$ cat src/rtl/meter_pkg.sv
// Shared types and helpers for the audio level meter display path.
// Both this block and the display driver take their level width from level_width().
package meter_pkg;

  typedef enum logic [1:0] {
    ST_IDLE   = 2'd0,
    ST_AMP    = 2'd1,
    ST_LOG    = 2'd2,
    ST_UPDATE = 2'd3
  } meter_state_e;

  function automatic int level_width(input int width);
    return $clog2(width + 1);
  endfunction

  // Section counters hold values 0..n-1; a 1-bit counter still works when n == 1.
  function automatic int counter_width(input int n);
    return (n > 1) ? $clog2(n) : 1;
  endfunction

endpackage

$ cat src/rtl/meter_peak_hold_if.sv
// Section min/max stream between the section min/max stage (master) and the
// display-side consumer (slave).
//
// A pair transfers on a rising clk edge where i_valid && i_ready. The master keeps
// i_min_value/i_max_value stable while i_valid is high and i_ready is low. The slave
// raises i_ready independently of i_valid.
interface meter_peak_hold_if #(
  parameter int width = 16
) ();

  logic             i_valid;
  logic             i_ready;
  logic [width-1:0] i_min_value;
  logic [width-1:0] i_max_value;

  modport master (
    output i_valid,
    output i_min_value,
    output i_max_value,
    input  i_ready
  );

  modport slave (
    input  i_valid,
    input  i_min_value,
    input  i_max_value,
    output i_ready
  );

endinterface

$ cat src/rtl/leading_one_level.sv
// Combinational priority encoder: level = index of the highest set bit + 1, or 0 for
// a zero amplitude. Each level step is one bit, which is 6 dB.
module leading_one_level
  import meter_pkg::*;
#(
  parameter  int width = 16,
  localparam int lw    = level_width(width)
) (
  input  logic [width-1:0] amp_i,
  output logic [lw-1:0]    level_o
);

  // The scan runs upward, so the highest set bit writes level_o last.
  always_comb begin
    level_o = '0;
    for (int i = 0; i < width; i++) begin
      if (amp_i[i]) begin
        level_o = lw'(i + 1);
      end
    end
  end

endmodule

$ cat src/rtl/meter_peak_hold.sv
// Display-side consumer of the section min/max stream. Each pair is turned into a
// logarithmic bar level with a falling-bar decay and a peak-hold marker.
module meter_peak_hold
  import meter_pkg::*;
#(
  parameter  int width          = 16,
  parameter  int hold_sections  = 32,
  parameter  int decay_sections = 4,
  localparam int lw             = level_width(width)
) (
  input  logic                  clk,
  input  logic                  reset,
  meter_peak_hold_if.slave      sec,
  output logic [lw-1:0]         o_level,
  output logic [lw-1:0]         o_peak,
  output logic                  o_update,
  output meter_state_e          o_state
);

  localparam int dcw = counter_width(decay_sections);
  localparam int hcw = counter_width(hold_sections);

  localparam logic [dcw-1:0] decay_last = dcw'(decay_sections - 1);
  localparam logic [hcw-1:0] hold_last  = hcw'(hold_sections - 1);

  meter_state_e      state_q, state_d;
  logic [width-1:0]  min_q, min_d;
  logic [width-1:0]  max_q, max_d;
  logic [width-1:0]  amp_q, amp_d;
  logic [lw-1:0]     new_level_q, new_level_d;
  logic [lw-1:0]     level_q, level_d;
  logic [lw-1:0]     peak_q, peak_d;
  logic [dcw-1:0]    decay_cnt_q, decay_cnt_d;
  logic [hcw-1:0]    hold_cnt_q, hold_cnt_d;
  logic [lw-1:0]     enc_level;
  logic [lw-1:0]     bar_next;

  leading_one_level #(
    .width (width)
  ) u_leading_one_level (
    .amp_i   (amp_q),
    .level_o (enc_level)
  );

  always_ff @(posedge clk or posedge reset) begin
    if (reset) begin
      state_q     <= ST_IDLE;
      min_q       <= '0;
      max_q       <= '0;
      amp_q       <= '0;
      new_level_q <= '0;
      level_q     <= '0;
      peak_q      <= '0;
      decay_cnt_q <= '0;
      hold_cnt_q  <= '0;
    end else begin
      state_q     <= state_d;
      min_q       <= min_d;
      max_q       <= max_d;
      amp_q       <= amp_d;
      new_level_q <= new_level_d;
      level_q     <= level_d;
      peak_q      <= peak_d;
      decay_cnt_q <= decay_cnt_d;
      hold_cnt_q  <= hold_cnt_d;
    end
  end

  always_comb begin
    state_d     = state_q;
    min_d       = min_q;
    max_d       = max_q;
    amp_d       = amp_q;
    new_level_d = new_level_q;
    level_d     = level_q;
    peak_d      = peak_q;
    decay_cnt_d = decay_cnt_q;
    hold_cnt_d  = hold_cnt_q;
    bar_next    = level_q;

    case (state_q)
      ST_IDLE: begin
        if (sec.i_valid) begin
          min_d   = sec.i_min_value;
          max_d   = sec.i_max_value;
          state_d = ST_AMP;
        end
      end

      ST_AMP: begin
        // An inverted pair reads as silence rather than wrapping to a huge amplitude.
        amp_d   = (min_q > max_q) ? '0 : (max_q - min_q);
        state_d = ST_LOG;
      end

      ST_LOG: begin
        new_level_d = enc_level;
        state_d     = ST_UPDATE;
      end

      ST_UPDATE: begin
        if (new_level_q >= level_q) begin
          bar_next    = new_level_q;
          decay_cnt_d = '0;
        end else if (decay_cnt_q == decay_last) begin
          bar_next = level_q - lw'(1);
          if (bar_next < new_level_q) begin
            bar_next = new_level_q;
          end
          decay_cnt_d = '0;
        end else begin
          decay_cnt_d = decay_cnt_q + dcw'(1);
        end
        level_d = bar_next;

        // The marker follows the post-update bar, so it can never sit below the bar.
        if (bar_next >= peak_q) begin
          peak_d     = bar_next;
          hold_cnt_d = '0;
        end else if (hold_cnt_q == hold_last) begin
          peak_d     = bar_next;
          hold_cnt_d = '0;
        end else begin
          hold_cnt_d = hold_cnt_q + hcw'(1);
        end

        state_d = ST_IDLE;
      end

      default: begin
        state_d = ST_IDLE;
      end
    endcase
  end

  assign sec.i_ready = (state_q == ST_IDLE);
  assign o_update    = (state_q == ST_UPDATE);
  assign o_level     = level_q;
  assign o_peak      = peak_q;
  assign o_state     = state_q;

endmodule

$ cat src/flat_wrapper.sv
// flat-port wrapper written by rule: the top's interface ports become plain ports
module meter_peak_hold_flat import meter_pkg::*;
#(
  parameter  int width          = 16,
  parameter  int hold_sections  = 32,
  parameter  int decay_sections = 4,
  localparam int lw             = level_width(width)
)
  (clk, reset, o_level, o_peak, o_update, o_state, sec_i_valid, sec_i_min_value, sec_i_max_value, sec_i_ready);
  meter_peak_hold_if #(.width(width)) sec_i ();
  input  logic clk;
  input  logic reset;
  output logic [lw-1:0] o_level;
  output logic [lw-1:0] o_peak;
  output logic o_update;
  output meter_state_e o_state;
  input wire logic [$bits(sec_i.i_valid)-1:0] sec_i_valid;
  input wire logic [$bits(sec_i.i_min_value)-1:0] sec_i_min_value;
  input wire logic [$bits(sec_i.i_max_value)-1:0] sec_i_max_value;
  output wire logic [$bits(sec_i.i_ready)-1:0] sec_i_ready;
  assign sec_i.i_valid = sec_i_valid;
  assign sec_i.i_min_value = sec_i_min_value;
  assign sec_i.i_max_value = sec_i_max_value;
  assign sec_i_ready = sec_i.i_ready;
  meter_peak_hold #(.width(width), .hold_sections(hold_sections), .decay_sections(decay_sections)) u_core (.clk(clk), .reset(reset), .sec(sec_i), .o_level(o_level), .o_peak(o_peak), .o_update(o_update), .o_state(o_state));
endmodule
$ cat config.mk
export PLATFORM = sky130hd
export DESIGN_NAME = meter_peak_hold_flat
export DESIGN_NICKNAME = d
export VERILOG_FILES = /design/src/rtl/meter_pkg.sv /design/src/rtl/meter_peak_hold_if.sv /design/src/rtl/leading_one_level.sv /design/src/rtl/meter_peak_hold.sv /design/src/flat_wrapper.sv
export SDC_FILE = /design/constraint.sdc
export NUM_CORES = 1
export LEC_CHECK = 0
export ABC_AREA = 1
export CAP_MARGIN = 20
export CELL_PAD_IN_SITES_DETAIL_PLACEMENT = 0
export CELL_PAD_IN_SITES_GLOBAL_PLACEMENT = 1
export CORE_ASPECT_RATIO = 1.25
export CORE_UTILIZATION = 40
export DETAILED_ROUTE_END_ITERATION = 7
export PLACE_DENSITY_LB_ADDON = 0.1
export SYNTH_ARGS = -nofsm -noshare
export SYNTH_HDL_FRONTEND = slang
export SYNTH_HIERARCHICAL = 1
export SYNTH_SLANG_ARGS = --single-unit
$ cat constraint.sdc
create_clock -name clk -period 7.5 [get_ports clk]
set_clock_uncertainty 0.2 [all_clocks]
set_input_delay 1.5 -clock clk [delete_from_list [all_inputs] [get_ports clk]]
set_output_delay 1.5 -clock clk [all_outputs]
set_load 0.02 [all_outputs]
==> results.json <==
{
  "ctsHoldBuffers": 0,
  "io_buffer_count": 48,
  "setup_viol": 0,
  "ant_nets": 0,
  "postCtsSetupBuffers": 0,
  "worst_slew_pin_slew_ps": 906.2,
  "peakVddDrop_uv": 198.2,
  "die_area_um2": 11820,
  "required_ps": 7530,
  "cts_tree": "yes",
  "rows": 43,
  "cts_sinks": 72,
  "final-instance-count-excl-fill": 775,
  "hp-class": "reg -> reg",
  "cp.arrival_ps": 3890,
  "critPathMostFrequentCell": "nand2_1",
  "syn_to_final_growth_pct": 20.61,
  "grt_first_pass_wirelength_mm": 17.15,
  "dpl.hpwl_mm": 7.668,
  "clk_latency_ps": 340,
  "diodes": 0,
  "pre_cts_ws_ps": 3717,
  "crit_fanout": 8,
  "cts_buffers": 9,
  "reg2reg_slack_ps": 3640,
  "gp_congestion": 0.9030,
  "grt_overflow": 0,
  "cpPeakStageDelay_ps": 460,
  "fin_crit_sh_pct": 51.50,
  "post_cts_resized": 0,
  "syn_area_um2": 4553,
  "seq_area_frac_synth_pct": 39.57,
  "fp.dieH_um": 121.3,
  "coreArea_um2": 11080,
  "start_kind": "flip-flop",
  "start_util_pct": 41.08,
  "end_kind": "flip-flop",
  "grtUsageTotal_pct": 18.27,
  "cts.path.max_buffers": 2,
  "viasPerCell": 4.875,
  "cts_max_level": 3,
  "mostFrequentLayoutCells": "nand2_1, inv_1, dfrtp_1, clkdlybuf4s50_1, nand3_1",
  "p_leak_uw": 0.002836,
  "antenna_found_initial": 0,
  "drt_first_pass_iters": 4,
  "synth_warnings": 6,
  "wl_mm": 9.918,
  "cp_slowest_cell": "dfrtp_1",
  "drt_iter0_drc": 105,
  "p_per_area_nw_per_um2": 517.5,
  "io-pin-count": 49,
  "synthesis.instances": 585,
  "via_count": 3778,
  "worst-setup-path-type": "reg -> reg",
  "path_clk_slew_ps": 60,
  "synth_area_per_cell_um2": 7.783,
  "fin_nets": 710,
  "slew_headroom_pct": 39.59,
  "fin_ws_ps": 3637,
  "syn_nets": 660,
  "final_common_cell": "nand2_1",
  "grt_max_degree": 73,
  "drc_errors": 0,
  "dp.cells": 759,
  "yosysUniqueCellTypes": 35,
  "cap_violations": 0,
  "wl_per_cell_um": 12.80,
  "critPathTopFamily": "simple AND/OR/NAND/NOR gates",
  "rsz0062_at_grt": "no",
  "fmax_mhz": 258.9,
  "maxSlewViolCount": 0,
  "first_global_vias": 3757,
  "outcome": "finished clean",
  "ys_ff_latch": 72,
  "hold_violations": 0,
  "path_buf_inv": 2,
  "dieWidth_um": 97.43,
  "fin_crit_ps": 3863,
  "drive_gt1_share_pct": 8.750,
  "setup_tns_ps": 0,
  "path_cells": "inv_1, ha_1, nand3_1, nand2_1, nand2_1, ha_1, a21oi_1, nand3_1, nand2_1, nand3_1, nand3_1, nand2_1, ha_1, a21o_1, nor2_1, nand4_1, nand2_1, inv_1, nand3_1, nand2_1",
  "cts_root_buffer": "clkbuf_16"
}
==> kinds of logic after synthesis <==
family	Yosys count	share of synthesized area, %
mux	16	3.957
xor+xnor	10	1.924
fa+ha+maj	40	11.16
compound gates	64	8.272
simple gates	281	26.60
buf+inv	102	8.519
flops	72	39.57
==> final timing paths <==
| path | start | to | depth (start not counted) |
|---|---|---|---|
| worst max-delay path | u_core/o_level[0] | u_core/o_peak[0] | 20 |
| worst min-delay path | u_core/amp_q[0] | u_core/amp_q[0] | 2 |
| worst max register to register | u_core/o_level[0] | u_core/o_peak[0] | 20 |
| worst min register to register | u_core/amp_q[0] | u_core/amp_q[0] | 2 |
| max in group asynchronous | reset | u_core/new_level_q[2] | 3 |
| min in group asynchronous | reset | u_core/hold_cnt_q[3] | 3 |
==> cell type report <==
| cell class | count | area (µm²) |
|---|---|---|
| fillers | 1157 | 5592 |
| multi-input cells | 411 | 2366 |
| flip-flops and latches | 72 | 1802 |
| repair buffers | 49 | 488.0 |
| inverters | 92 | 345.3 |
| clock buffers | 10 | 239.0 |
| well taps | 135 | 168.9 |
| clock inverters | 6 | 82.58 |
==> per-stage QoR <==
| stage | hold slack (ps) | util (%) | area, µm² | total power (µW) |
|---|---|---|---|---|
| floorplan | 255.3 | - | 4553 | 1977 |
| global placement | 273.6 | 46.65 | 5170 | 2376 |
| detailed placement | 282.5 | 46.65 | 5170 | 2400 |
| CTS | 297.3 | 49.55 | 5492 | 2880 |
| global route | 320.5 | 49.55 | 5492 | 3164 |
| finish | 290.6 | 49.55 | 5492 | 2842 |
==> synthesized netlist by cell type, drive strengths merged <==
master | number | area, µm²
a21o | 1 | 7.510
xnor2 | 6 | 52.55
o21ai | 21 | 135.1
buf | 2 | 12.51
dfrtp | 72 | 1802
and3 | 2 | 12.51
nor4 | 2 | 12.51
inv | 90 | 337.8
o21bai | 1 | 7.510
nand3 | 42 | 222.7
nor3 | 4 | 36.29
ha | 39 | 488.0
o22ai | 1 | 6.260
a21oi | 39 | 214.0
xor2 | 4 | 35.03
mux2 | 16 | 180.2
nand3b | 4 | 30.03
nor2 | 37 | 138.9
clkinv | 2 | 7.510
a31oi | 1 | 6.260
nand4 | 14 | 87.58
nand2 | 176 | 670.7
clkbuf | 8 | 30.03
fa | 1 | 20.02
==> routing by layer <==
layer  wire length (µm)  vias up  track usage (%)
met5                  0        -                0
met4                229        0            7.904
met3                248       15            3.111
met2               5308       54            34.66
met1               4132     1743            19.77
li1                   -     1966                -
==> worst min-delay path, cell delays in order, from the launching register on <==
cell and delay [ps]:
dfrtp_1 340, nand2_1 70, o21ai_2 50
==> flip-flops by register name (all words and copies together) (netlist names) <==
signal              cells
u_core/max_q           16
u_core/o_state          2
u_core/amp_q           16
u_core/decay_cnt_q      2
u_core/hold_cnt_q       5
u_core/min_q           16
u_core/o_peak           5
u_core/o_level          5
u_core/new_level_q      5
==> power breakdown <==
part | internal (µW) | switching [µW] | total, µW | leakage (µW)
logic | 648 | 1050 | 1700 | 0.00179
clock network | 298 | 165 | 464 | 0.000158
registers | 561 | 115 | 676 | 0.000888
total | 1510 | 1330 | 2840 | 0.00284
No activity file was read; power rests on OpenSTA's default activity.
